**src/rtl/fp_add_result_stage_if.sv**
```systemverilog
// Handshake bundle between the single-precision adder, the result stage and
// the writeback consumer. The slave modport is the result stage itself; the
// master modport is the environment driving adder results and the consumer.
interface fp_add_result_stage_if #(
    parameter int unsigned CNT_W = 16
);
    // Producer side (adder -> stage)
    logic             in_valid;
    logic             in_ready;
    logic [31:0]      in_result;
    logic             in_overflow;
    logic             in_underflow;

    // Consumer side (stage -> writeback)
    logic             out_valid;
    logic             out_ready;
    logic [31:0]      out_result;
    logic [2:0]       out_flags;

    // Status / control
    logic [2:0]       sticky_flags;
    logic             flags_clr;
    logic [CNT_W-1:0] op_count;

    modport master (
        output in_valid, in_result, in_overflow, in_underflow,
        output out_ready, flags_clr,
        input  in_ready, out_valid, out_result, out_flags,
        input  sticky_flags, op_count
    );

    modport slave (
        input  in_valid, in_result, in_overflow, in_underflow,
        input  out_ready, flags_clr,
        output in_ready, out_valid, out_result, out_flags,
        output sticky_flags, op_count
    );
endinterface

```
**src/rtl/fp_add_result_stage.sv**
```systemverilog
// Registered result stage for the single-precision adder: small in-order
// FIFO with NaN canonicalisation at capture, sticky {nv, of, uf} flags and a
// wrapping count of accepted operations. Outputs are driven only from
// registered state, so there is no combinational path from in_* to out_*.
module fp_add_result_stage #(
    parameter int unsigned DEPTH = 2,
    parameter int unsigned CNT_W = 16
) (
    input logic                  clk,
    input logic                  rst,
    fp_add_result_stage_if.slave bus
);
    localparam int unsigned      PTR_W      = $clog2(DEPTH);
    localparam int unsigned      OCC_W      = PTR_W + 1;
    localparam logic [OCC_W-1:0] FULL_COUNT = OCC_W'(DEPTH);
    localparam logic [31:0]      CANON_NAN  = 32'h7FC0_0000;

    typedef struct packed {
        logic [31:0] result;
        logic        nv;
        logic        of;
        logic        uf;
    } entry_t;

    entry_t           mem [DEPTH];
    logic [PTR_W-1:0] head_q;
    logic [PTR_W-1:0] tail_q;
    logic [OCC_W-1:0] count_q;
    logic [2:0]       sticky_q;
    logic [CNT_W-1:0] op_count_q;

    entry_t           in_entry;
    logic             in_is_nan;
    logic             in_ready_int;
    logic             out_valid_int;
    logic             push;
    logic             pop;

    // Canonicalise the incoming result and build the entry to be stored
    always_comb begin
        in_is_nan       = (bus.in_result[30:23] == 8'hFF) && (bus.in_result[22:0] != '0);
        in_entry        = '0;
        in_entry.result = in_is_nan ? CANON_NAN : bus.in_result;
        in_entry.nv     = in_is_nan;
        in_entry.of     = bus.in_overflow;
        in_entry.uf     = bus.in_underflow;
    end

    // Handshake qualification; readiness depends only on state and rst
    always_comb begin
        in_ready_int  = !rst && (count_q != FULL_COUNT);
        out_valid_int = (count_q != '0);
        push          = bus.in_valid && in_ready_int;
        pop           = out_valid_int && bus.out_ready;
    end

    // Entry storage; cleared on reset so the post-reset head reads as zero
    always_ff @(posedge clk) begin
        if (rst) begin
            for (int unsigned i = 0; i < DEPTH; i++) begin
                mem[i] <= '0;
            end
        end else if (push) begin
            mem[tail_q] <= in_entry;
        end
    end

    // Head/tail pointers wrap naturally since DEPTH is a power of two
    always_ff @(posedge clk) begin
        if (rst) begin
            head_q <= '0;
            tail_q <= '0;
        end else begin
            if (push) begin
                tail_q <= tail_q + PTR_W'(1);
            end
            if (pop) begin
                head_q <= head_q + PTR_W'(1);
            end
        end
    end

    // Occupancy tracks push minus pop
    always_ff @(posedge clk) begin
        if (rst) begin
            count_q <= '0;
        end else begin
            count_q <= count_q + OCC_W'(push) - OCC_W'(pop);
        end
    end

    // Sticky flags accumulate at acceptance; a coincident set beats the clear
    always_ff @(posedge clk) begin
        if (rst) begin
            sticky_q <= '0;
        end else if (push) begin
            sticky_q <= (bus.flags_clr ? 3'b000 : sticky_q) | {in_entry.nv, in_entry.of, in_entry.uf};
        end else if (bus.flags_clr) begin
            sticky_q <= '0;
        end
    end

    // Wrapping count of accepted operations
    always_ff @(posedge clk) begin
        if (rst) begin
            op_count_q <= '0;
        end else if (push) begin
            op_count_q <= op_count_q + CNT_W'(1);
        end
    end

    assign bus.in_ready     = in_ready_int;
    assign bus.out_valid    = out_valid_int;
    assign bus.out_result   = mem[head_q].result;
    assign bus.out_flags    = {mem[head_q].nv, mem[head_q].of, mem[head_q].uf};
    assign bus.sticky_flags = sticky_q;
    assign bus.op_count     = op_count_q;
endmodule
```
**src/flat_wrapper.sv**
```systemverilog
// flat-port wrapper written by rule: the top's interface ports become plain ports
module fp_add_result_stage_flat 
#(
    parameter int unsigned DEPTH = 2,
    parameter int unsigned CNT_W = 16
)
  (clk, rst, bus_in_valid, bus_in_result, bus_in_overflow, bus_in_underflow, bus_out_ready, bus_flags_clr, bus_in_ready, bus_out_valid, bus_out_result, bus_out_flags, bus_sticky_flags, bus_op_count);
  fp_add_result_stage_if #(.CNT_W(CNT_W)) bus_i ();
  input logic clk;
  input logic rst;
  input wire logic [$bits(bus_i.in_valid)-1:0] bus_in_valid;
  input wire logic [$bits(bus_i.in_result)-1:0] bus_in_result;
  input wire logic [$bits(bus_i.in_overflow)-1:0] bus_in_overflow;
  input wire logic [$bits(bus_i.in_underflow)-1:0] bus_in_underflow;
  input wire logic [$bits(bus_i.out_ready)-1:0] bus_out_ready;
  input wire logic [$bits(bus_i.flags_clr)-1:0] bus_flags_clr;
  output wire logic [$bits(bus_i.in_ready)-1:0] bus_in_ready;
  output wire logic [$bits(bus_i.out_valid)-1:0] bus_out_valid;
  output wire logic [$bits(bus_i.out_result)-1:0] bus_out_result;
  output wire logic [$bits(bus_i.out_flags)-1:0] bus_out_flags;
  output wire logic [$bits(bus_i.sticky_flags)-1:0] bus_sticky_flags;
  output wire logic [$bits(bus_i.op_count)-1:0] bus_op_count;
  assign bus_i.in_valid = bus_in_valid;
  assign bus_i.in_result = bus_in_result;
  assign bus_i.in_overflow = bus_in_overflow;
  assign bus_i.in_underflow = bus_in_underflow;
  assign bus_i.out_ready = bus_out_ready;
  assign bus_i.flags_clr = bus_flags_clr;
  assign bus_in_ready = bus_i.in_ready;
  assign bus_out_valid = bus_i.out_valid;
  assign bus_out_result = bus_i.out_result;
  assign bus_out_flags = bus_i.out_flags;
  assign bus_sticky_flags = bus_i.sticky_flags;
  assign bus_op_count = bus_i.op_count;
  fp_add_result_stage #(.DEPTH(DEPTH), .CNT_W(CNT_W)) u_core (.clk(clk), .rst(rst), .bus(bus_i));
endmodule
```
**config.mk**
```make
export PLATFORM = sky130hd
export DESIGN_NAME = fp_add_result_stage_flat
export DESIGN_NICKNAME = d
export VERILOG_FILES = /design/src/rtl/fp_add_result_stage_if.sv /design/src/rtl/fp_add_result_stage.sv /design/src/flat_wrapper.sv
export SDC_FILE = /design/constraint.sdc
export NUM_CORES = 1
export LEC_CHECK = 0
export ABC_AREA = 1
export CAP_MARGIN = 40
export CORE_MARGIN = 5
export CORE_UTILIZATION = 40
export DETAILED_ROUTE_END_ITERATION = 7
export PLACE_DENSITY = 0.69
export SLEW_MARGIN = 10
export SYNTH_ARGS = -nofsm -noshare
export SYNTH_HDL_FRONTEND = slang
export SYNTH_SLANG_ARGS = --single-unit
```
**constraint.sdc**
```tcl
create_clock -name clk -period 2.3 [get_ports clk]
set_input_delay 0.23 -clock clk [delete_from_list [all_inputs] [get_ports clk]]
set_output_delay 0.23 -clock clk [all_outputs]
set_load 0.03 [all_outputs]
```
==> results.py <==
metrics = {
    "run_status": {
        "run_status": "finished, final reports clean",
    },
    "die": {
        "num_rows": 37,
        "initial_core_util": 0.410,
        "die_w_um": 113,
        "coreArea_um2": 10300,
        "dieArea_um2": 12700,
        "die_h_um": 113,
        "num_io_pins": 95,
    },
    "critical_path": {
        "start_kind": "register",
        "cp_cell_sequence": "buf_12 > mux2_2 > clkdlybuf4s50_1",
        "required_ps": 2070,
        "worstPathArrival_ps": 1930,
        "cp_top_family": "buffers and inverters",
        "cp_num_buf_inv": 2,
        "critPathMaxFanout": 35,
        "worstSetupPathType": "reg -> out",
        "cp_slowest_cell": "clkdlybuf4s50_1",
        "setup.worst_path.end_class": "output pin",
        "slowest_delay_ps": 600,
    },
    "synth": {
        "synth_flop_cell": "edfxtp_1",
        "synth_cell_type_count": 28,
        "synth_cells": 408,
        "synth_commonest_cells": "nor2_1 (103), nand2_1 (71), edfxtp_1 (70), mux2_2 (35), inv_1 (33)",
        "async_reset_ff_frac": 0,
        "syn_area_um2": 4210,
        "synthDominantCellAreaShare": 0.499,
        "synth_edf_count": 70,
        "synth_area_per_cell_um2": 10.3,
        "ys_seq_area_frac": 0.613,
        "ys_ff_latch": 94,
        "yosysMostFrequentCell": "nor2_1",
        "yosysWarnings": 0,
        "syn_nets": 450,
        "synthTopCellsByArea": "edfxtp_1 (50%), dfxtp_1 (11%), mux2_2 (9.4%), nor2_1 (9.2%), nand2_1 (6.3%)",
        "yosysTopAreaCell": "edfxtp_1",
    },
    "sta": {
        "max_freq_mhz": 464,
        "hold_viol": 0,
        "fin_skew_ps": 17.5,
        "final-max-slew-violation-count": 0,
        "timing.setup.tns_ps": 0,
        "worst_pin_slew_ps": 534,
        "fin_crit_sh": 0.938,
        "setup_violations": 0,
        "min_period_ps": 2160,
        "max_slew_margin": 0.643,
        "worst_slack_ps": 143,
        "rsz0062_at_grt": "false",
    },
    "power_and_ir_drop": {
        "peakVddDrop_uv": 286,
        "power.leakage_uw": 0.00217,
        "p_per_area_nw_per_um2": 796,
        "power.total_uw": 4380,
    },
    "global_routing": {
        "grt_pass1_vias": 3161,
        "grt_first_pass_wirelength_um": 15100,
        "grt.total_usage": 0.150,
        "antenna_found_initial": 0,
        "grt_overflow_total": 0,
        "grt_start_max_net_pins": 36,
    },
    "cts": {
        "tritoncts": "done",
        "insertion_delay_ps": 360,
        "numCtsBuffers": 9,
        "clockRootBuffer": "clkbuf_8",
        "path_clk_slew_ps": 100,
        "postCtsSetupBuffers": 0,
        "hold_buffers": 0,
        "cts_sinks": 94,
        "cts_resized": 0,
        "clockBufferDepth": 2,
        "h-tree-depth": 3,
    },
    "layout": {
        "num_antenna_cells": 0,
        "nets": 548,
        "multi_input_area_um2": 1400,
        "fin_util": 0.535,
        "num-fill-cells": 940,
        "drive_gt1_frac": 0.135,
        "regArea_um2": 2580,
        "area_growth_pct": 30.6,
    },
    "drt": {
        "avgViaCountPerCell": 4.81,
        "highest_layer": "met4",
        "drt_first_pass_iters": 5,
        "drt_iter0_markers": 158,
        "final_antenna_net_count": 0,
        "route.met2.wl_um": 4600,
        "met3WireLength_um": 685,
        "routedWlPerCell_um": 14.8,
        "routed_wirelength_um": 9550,
        "drc_errors": 0,
        "drt-met1-wl_um": 4130,
        "vias": 3110,
    },
    "flow_run": {
        "cap_violations": 0,
    },
    "place": {
        "preCtsSetupSlack_ps": 198,
        "hpwl_um": 6420,
        "place_congestion": 0.830,
        "numPortBuffers": 94,
    },
    "worst_hold_path": {
        "hp-class": "reg -> reg",
    },
}
layer usage:
layer  up-vias  track usage
met5         -            0
met4         0       0.0529
met3        12       0.0410
met2        97        0.254
met1      1455        0.184
li1       1546            -
path summary, 6_finish.rpt:
path                     startpoint            endpoint  slack [ps]  depth (start not counted)
setup / recovery           register  bus_out_result[11]         140                          3
hold / removal        u_core.head_q       u_core.head_q         470                          1
setup reg to reg  u_core.count_q[0]   u_core.mem[1][13]         610                          7
hold reg to reg       u_core.head_q       u_core.head_q         470                          1
through the flow:
stage | hold slack, ps | cells | area, um^2
global placement | 436 | 631 | 5320
detailed placement | 447 | 631 | 5320
CTS | 470 | 647 | 5500
floorplan | 371 | 408 | 4210
finish | 465 | 647 | 5500
global route | 478 | 647 | 5500
final cells by class:
type | instances | area share
Multi-Input combinational cell | 264 | 0.254
Tap cell | 136 | 0.0309
Clock buffer | 9 | 0.0225
Sequential cell | 94 | 0.470
Inverter | 35 | 0.0252
Clock inverter | 7 | 0.0109
Timing Repair Buffer | 102 | 0.186
kinds of logic after synthesis:
group                    synth area share
AO/OA/AOI/OAI                      0.0267
XOR/XNOR                          0.00416
adder cells (fa/ha/maj)           0.00891
buffers and inverters              0.0546
flip-flops                          0.613
multiplexers                       0.0936
AND/OR/NAND/NOR                     0.199
cell usage in the layout (no fill, tap or decap), types with 8 or more instances in the layout:
master             n
nand3_1            8
dfxtp_1           23
a21oi_1           16
clkbuf_8           9
edfxtp_1          70
nor2_1           103
mux2_2            35
inv_1             33
clkdlybuf4s50_1   94
nand2_1           71
state kept, by name, indices dropped and copies added, names as in the netlist, named ones only:
name / flops
u_core.mem: 70
u_core.bus.op_count: 16
u_core.bus.sticky_flags: 3
u_core.count_q: 2
u_core.head_q: 1
u_core.tail_q: 1
worst register-to-register path: cells and delay by family (launching register included):
| family | cells | cell delay (ps) |
|---|---|---|
| buf+inv | 3 | 560 |
| simple gates | 4 | 460 |
| flops | 1 | 340 |
power breakdown:
part	total [uW]	switching, uW	internal [uW]
clock	1030	617	415
sequential	2030	49.6	1980
combinational	1320	737	579
total	4380	1400	2980
Note: power is estimated with default switching activity, not from simulation.
